<file path="config.mk">
export PLATFORM = sky130hd
export DESIGN_NAME = uart_rx_flat
export DESIGN_NICKNAME = d
export VERILOG_FILES = /design/src/rtl/uart_rx_if.sv /design/src/rtl/uart_rx.sv /design/src/flat_wrapper.sv
export SDC_FILE = /design/constraint.sdc
export NUM_CORES = 1
export LEC_CHECK = 0
export BUFFER_PORTS_ARGS = -buffer_cell sky130_fd_sc_hd__buf_2
export CELL_PAD_IN_SITES_DETAIL_PLACEMENT = 1
export CELL_PAD_IN_SITES_GLOBAL_PLACEMENT = 2
export CORE_UTILIZATION = 43
export CTS_BUF_LIST = sky130_fd_sc_hd__clkbuf_4 sky130_fd_sc_hd__clkbuf_8 sky130_fd_sc_hd__clkbuf_16
export DETAILED_ROUTE_END_ITERATION = 10
export PLACE_DENSITY_LB_ADDON = 0.1
export SLEW_MARGIN = 20
export SYNTH_ARGS = -nofsm -noshare
export SYNTH_HDL_FRONTEND = slang
export SYNTH_SLANG_ARGS = --single-unit
</file>
<file path="constraint.sdc">
create_clock -name clk -period 3.3 [get_ports clk]
set_input_delay 0.165 -clock clk [delete_from_list [all_inputs] [get_ports clk]]
set_output_delay 0.165 -clock clk [all_outputs]
set_load 0.005 [all_outputs]
</file>
<file path="src/rtl/uart_rx_if.sv">
// Host-side bundle for the UART receiver: serial line in, byte + handshake out.
// master = line/host driver side, slave = receiver side.
interface uart_rx_if;
  logic       Sin;
  logic       ReceiveAck;
  logic       Receive;
  logic [7:0] Dout;
  logic       parityErr;

  modport master (output Sin, ReceiveAck, input Receive, Dout, parityErr);
  modport slave  (input Sin, ReceiveAck, output Receive, Dout, parityErr);
endinterface

</file>
<file path="src/rtl/uart_rx.sv">
// UART receiver, 8 data bits LSB first, odd parity, 1 stop bit.
// Oversamples the synchronized line and samples each bit at its centre.
module uart_rx #(
  parameter int CLK_FREQUENCY = 100_000_000,
  parameter int BAUD_RATE     = 19_200
) (
  input  logic     clk,
  input  logic     rst,
  uart_rx_if.slave bus
);
  localparam int BIT_CNT  = CLK_FREQUENCY / BAUD_RATE;
  localparam int HALF_CNT = BIT_CNT / 2;
  localparam int TW       = $clog2(BIT_CNT + 1);

  typedef enum logic [2:0] {IDLE, START, DATA, PARITY, STOP, ACK, WAITIDLE} state_t;

  state_t         state, nstate;
  logic [1:0]     sync_pipe;
  logic           sin_s;
  logic [TW-1:0]  timer, lim;
  logic [3:0]     bitcnt;
  logic [7:0]     shreg, dout_q;
  logic           par_bit, perr_q, recv_q;
  logic           run, tick;
  logic           shift_en, par_en, load, recv_clr;

  assign sin_s = sync_pipe[1];

  // Timer runs only while framing a byte; START waits half a bit to land mid start bit.
  assign run  = (state == START) || (state == DATA) || (state == PARITY) || (state == STOP);
  assign lim  = (state == START) ? TW'(HALF_CNT - 1) : TW'(BIT_CNT - 1);
  assign tick = run && (timer == lim);

  always_ff @(posedge clk or negedge rst) begin
    if (!rst) state <= IDLE;
    else      state <= nstate;
  end

  always_comb begin
    nstate = state;
    case (state)
      IDLE:     if (!sin_s) nstate = START;
      START:    if (tick) nstate = sin_s ? IDLE : DATA;
      DATA:     if (tick && bitcnt == 4'd7) nstate = PARITY;
      PARITY:   if (tick) nstate = STOP;
      STOP:     if (tick) nstate = ACK;
      ACK:      if (bus.ReceiveAck) nstate = WAITIDLE;
      WAITIDLE: if (!bus.ReceiveAck && sin_s) nstate = IDLE;
      default:  nstate = IDLE;
    endcase
  end

  always_comb begin
    shift_en = 1'b0;
    par_en   = 1'b0;
    load     = 1'b0;
    recv_clr = 1'b0;
    case (state)
      DATA:    shift_en = tick;
      PARITY:  par_en   = tick;
      STOP:    load     = tick;
      ACK:     recv_clr = bus.ReceiveAck;
      default: ;
    endcase
  end

  always_ff @(posedge clk or negedge rst) begin
    if (!rst) begin
      sync_pipe <= 2'b11;
      timer     <= '0;
      bitcnt    <= '0;
      shreg     <= '0;
      par_bit   <= 1'b0;
      dout_q    <= '0;
      perr_q    <= 1'b0;
      recv_q    <= 1'b0;
    end else begin
      sync_pipe <= {sync_pipe[0], bus.Sin};
      if (!run || tick) timer <= '0;
      else              timer <= timer + 1'b1;
      if (state == IDLE)  bitcnt <= '0;
      else if (shift_en)  bitcnt <= bitcnt + 4'd1;
      if (shift_en) shreg   <= {sin_s, shreg[7:1]};
      if (par_en)   par_bit <= sin_s;
      // Stop bit value is not checked: a framing error still delivers the byte.
      if (load) begin
        dout_q <= shreg;
        perr_q <= ~(^{shreg, par_bit});
      end
      if (load)          recv_q <= 1'b1;
      else if (recv_clr) recv_q <= 1'b0;
    end
  end

  assign bus.Receive   = recv_q;
  assign bus.Dout      = dout_q;
  assign bus.parityErr = perr_q;
endmodule

</file>
<file path="src/flat_wrapper.sv">
// flat-port wrapper written by rule: the top's interface ports become plain ports
module uart_rx_flat 
#(
  parameter int CLK_FREQUENCY = 100_000_000,
  parameter int BAUD_RATE     = 19_200
)
  (clk, rst, bus_Sin, bus_ReceiveAck, bus_Receive, bus_Dout, bus_parityErr);
  uart_rx_if bus_i ();
  input  logic clk;
  input  logic rst;
  input wire logic [$bits(bus_i.Sin)-1:0] bus_Sin;
  input wire logic [$bits(bus_i.ReceiveAck)-1:0] bus_ReceiveAck;
  output wire logic [$bits(bus_i.Receive)-1:0] bus_Receive;
  output wire logic [$bits(bus_i.Dout)-1:0] bus_Dout;
  output wire logic [$bits(bus_i.parityErr)-1:0] bus_parityErr;
  assign bus_i.Sin = bus_Sin;
  assign bus_i.ReceiveAck = bus_ReceiveAck;
  assign bus_Receive = bus_i.Receive;
  assign bus_Dout = bus_i.Dout;
  assign bus_parityErr = bus_i.parityErr;
  uart_rx #(.CLK_FREQUENCY(CLK_FREQUENCY), .BAUD_RATE(BAUD_RATE)) u_core (.clk(clk), .rst(rst), .bus(bus_i));
endmodule
</file>
==> reports/results.ini <==
[status]
status=finished, violations left
violations=DRC, hold timing

[final_layout]
drive_gt1_share_pct=26.9
nNetsFinal=198
synthToLayoutAreaGrowth_pct=8.12
design_area_um2=2230
multi_input_area_um2=978
ff_latch_area_um2=1030
n_antenna_cell=0
fillers=498
finalNonFillerCells=245

[die]
die-height_um=71.3
die_area_um2=5090
core_area_um2=4470
rows=24
die_w_um=71.3
ios=14
start_util_pct=46.2

[placement]
gp_congestion=0.808
dpl_cell_area_um2=2140
placed_cells=236
post-dp-hpwl_mm=3.11
portBuffers=13
place_ws_ns=1.26

[clocking]
cts_sinks=41
cts_buffers=5
clock_tree.root_cell=clkbuf_8
cts_tree=done
clock_latency_ns=0.30
cts.clk_slew.worst_paths_ns=0.08
h-tree-depth=2
ctsLongestPathBuffers=2
post_cts_buffers=0

[critical_path]
critPathRequiredTime_ns=3.52
critical_path_class=reg -> reg
r2r_cells=5
worst_path_largest_cell_delay_ns=0.57
cp.arrival_ns=2.29
cp_top_family=simple AND/OR/NAND/NOR gates
critical_path.endpoint_type=register
crit_buf_inv=0
critPathMaxFanout=15
slowest_stage=dfrtp_1
worstPathCellList=nor2_1, o2bb2ai_4, nand3_2, or3_1, a21oi_1
worstSetupStartpointType=register
critical_path_cell_count=5

[global_routing]
grt_remaining_overflow=0
grt_pass1_wl_mm=7.38
grt_start_max_net_pins=42
grt_antenna_before_repair=0
grt_pass1_vias=1471
grt_use_total_pct=19.3

[timing]
setup_ws_ns=1.23
finalMaxSlewViolations=0
setup_viol=0
rsz0062_at_grt=no
post-route-period-util_pct=62.8
report.final.hold_viol_count=6
layout_min_cycle_time_ns=2.07
finalClockSkew_ns=0.00638
hold_slack_ns=-0.0132
setup_tns_ns=0
relSlewSlack_pct=38.7
max_slew.worst_pin.slew_ns=0.920
max_clock_freq_mhz=482

[power_and_ir_drop]
leakagePower_nw=1.05
p_per_area_nw_per_um2=378
peakVddDrop_mv=0.271

[route]
ant_nets=0
drcViolationCount=2
dr.pass1.iters=7
first_iter_violations=52
viasPerCell=5.58
vias=1368
routed_wl_mm=4.33
wl_per_cell_um=17.7

[synthesis]
synthArstFlopShare_pct=100
yosysWarningCount=0
synth-edff-count=0
synth-seq-area-share_pct=49.8
synth_ff_type=dfrtp_1
synth_nets=186
synthesis.area_um2=2070
ys_ff_latch=41
synth_top_area_share_pct=47.2
synthCells=180
avgSynthCellArea_um2=11.5
synth.distinct_cells=44
synth.area.top_cells=dfrtp_1 47%, mux2_2 9.3%, xor2_1 5.9%
synth_top_area_cell=dfrtp_1

[min_path]
hold_class=in -> async

[flow_run]
drv_cap=0

registers in the layout (all words and copies together), names as in the netlist:
| name | flops |
|---|---|
| u_core.bitcnt | 4 |
| u_core.bus.Dout | 8 |
| u_core.bus.Receive | 1 |
| u_core.bus.parityErr | 1 |
| u_core.par_bit | 1 |
| u_core.shreg | 8 |
| u_core.state | 3 |
| u_core.sync_pipe | 2 |
| u_core.timer | 13 |
cell families after synthesis:
kind of cell | count (synthesis) | share of synthesized area, %
AND/OR/NAND/NOR | 67 | 18.8
flip-flops | 41 | 49.8
XOR/XNOR | 22 | 9.33
AO/OA/AOI/OAI | 20 | 7.57
multiplexers | 19 | 10.5
buffers and inverters | 9 | 2.85
adder cells (fa/ha/maj) | 2 | 1.21
cell usage after synthesis (all sizes together) (2+ instances only):
cell type and count:
a21oi 4, and2 4, and3 2, and4 2, buf 8, dfrtp 39
dfstp 2, ha 2, mux2 18, nand2 14, nand2b 2, nand3 9
nand3b 3, nand4 5, nand4b 2, nor2 18, nor2b 2, o21ai 7
xnor2 8, xor2 14
final timing paths:
path,start,slack (ns),end
max,u_core.state[2],1.23,u_core.bitcnt[3]
min,rst,-0.01,u_core.state[1]
max reg2reg,u_core.state[2],1.23,u_core.bitcnt[3]
min reg2reg,u_core.sync_pipe[0],0.35,u_core.sync_pipe[1]
max in group asynchronous,rst,2.73,u_core.shreg[0]
min in group clk,bus_ReceiveAck,0.21,u_core.bus.Receive
per-stage QoR:
| stage | util, % | total power [mW] |
|---|---|---|
| floorplan | - | 0.517 |
| global placement | 47.8 | 0.530 |
| detailed placement | 47.8 | 0.530 |
| CTS | 49.9 | 0.858 |
| global route | 49.9 | 0.879 |
| finish | 49.9 | 0.844 |
area by class of cell:
cell class / count / area share, %
repair buffers: 14 / 3.36
clock buffers: 5 / 3.08
well taps: 52 / 2.91
clock inverters: 3 / 0.784
multi-input cells: 130 / 43.8
flip-flops and latches: 41 / 46.1
report_power, final:
group / total [mW] / switching [mW] / internal [mW] / leakage (nW)
logic: 0.0146 / 0.0115 / 0.00304 / 0.469
clock network: 0.324 / 0.178 / 0.146 / 0.0439
registers: 0.506 / 0.00147 / 0.504 / 0.541
total: 0.844 / 0.191 / 0.653 / 1.05
layout by cell type (no fill, tap or decap), types with 3 or more instances in the layout:
cell type | netlist | final
xor2_1 | 14 | 14
dfrtp_1 | 39 | 39
o21ai_0 | 7 | 7
mux2_2 | 17 | 17
nand3b_1 | 3 | 3
and2_1 | 3 | 3
a21oi_1 | 4 | 4
nor2_1 | 18 | 18
buf_2 | 5 | 13
clkbuf_8 | 0 | 5
nand2_1 | 14 | 14
nand3_1 | 7 | 7
nand4_1 | 4 | 4
xnor2_1 | 8 | 8
metal layers:
metal,vias up,part of all wire [%],track usage [%]
met5,-,0,0
met4,0,1.6,6.67
met3,7,2.0,4.22
met2,13,48,31.4
met1,700,49,25.7
li1,648,-,-
worst reg2reg max path: stages, from the launching register on:
cell,delay (ns)
dfrtp_1,0.57
nor2_1,0.33
o2bb2ai_4,0.20
nand3_2,0.30
or3_1,0.43
a21oi_1,0.16
timing repair:
item / CTS / global route
gates resized for setup: 0 / 0
hold endpoints to repair: 1 / 0
setup endpoints to repair: 0 / 0
hold buffers: 1 / 0
(Power assumes the default switching activity.)
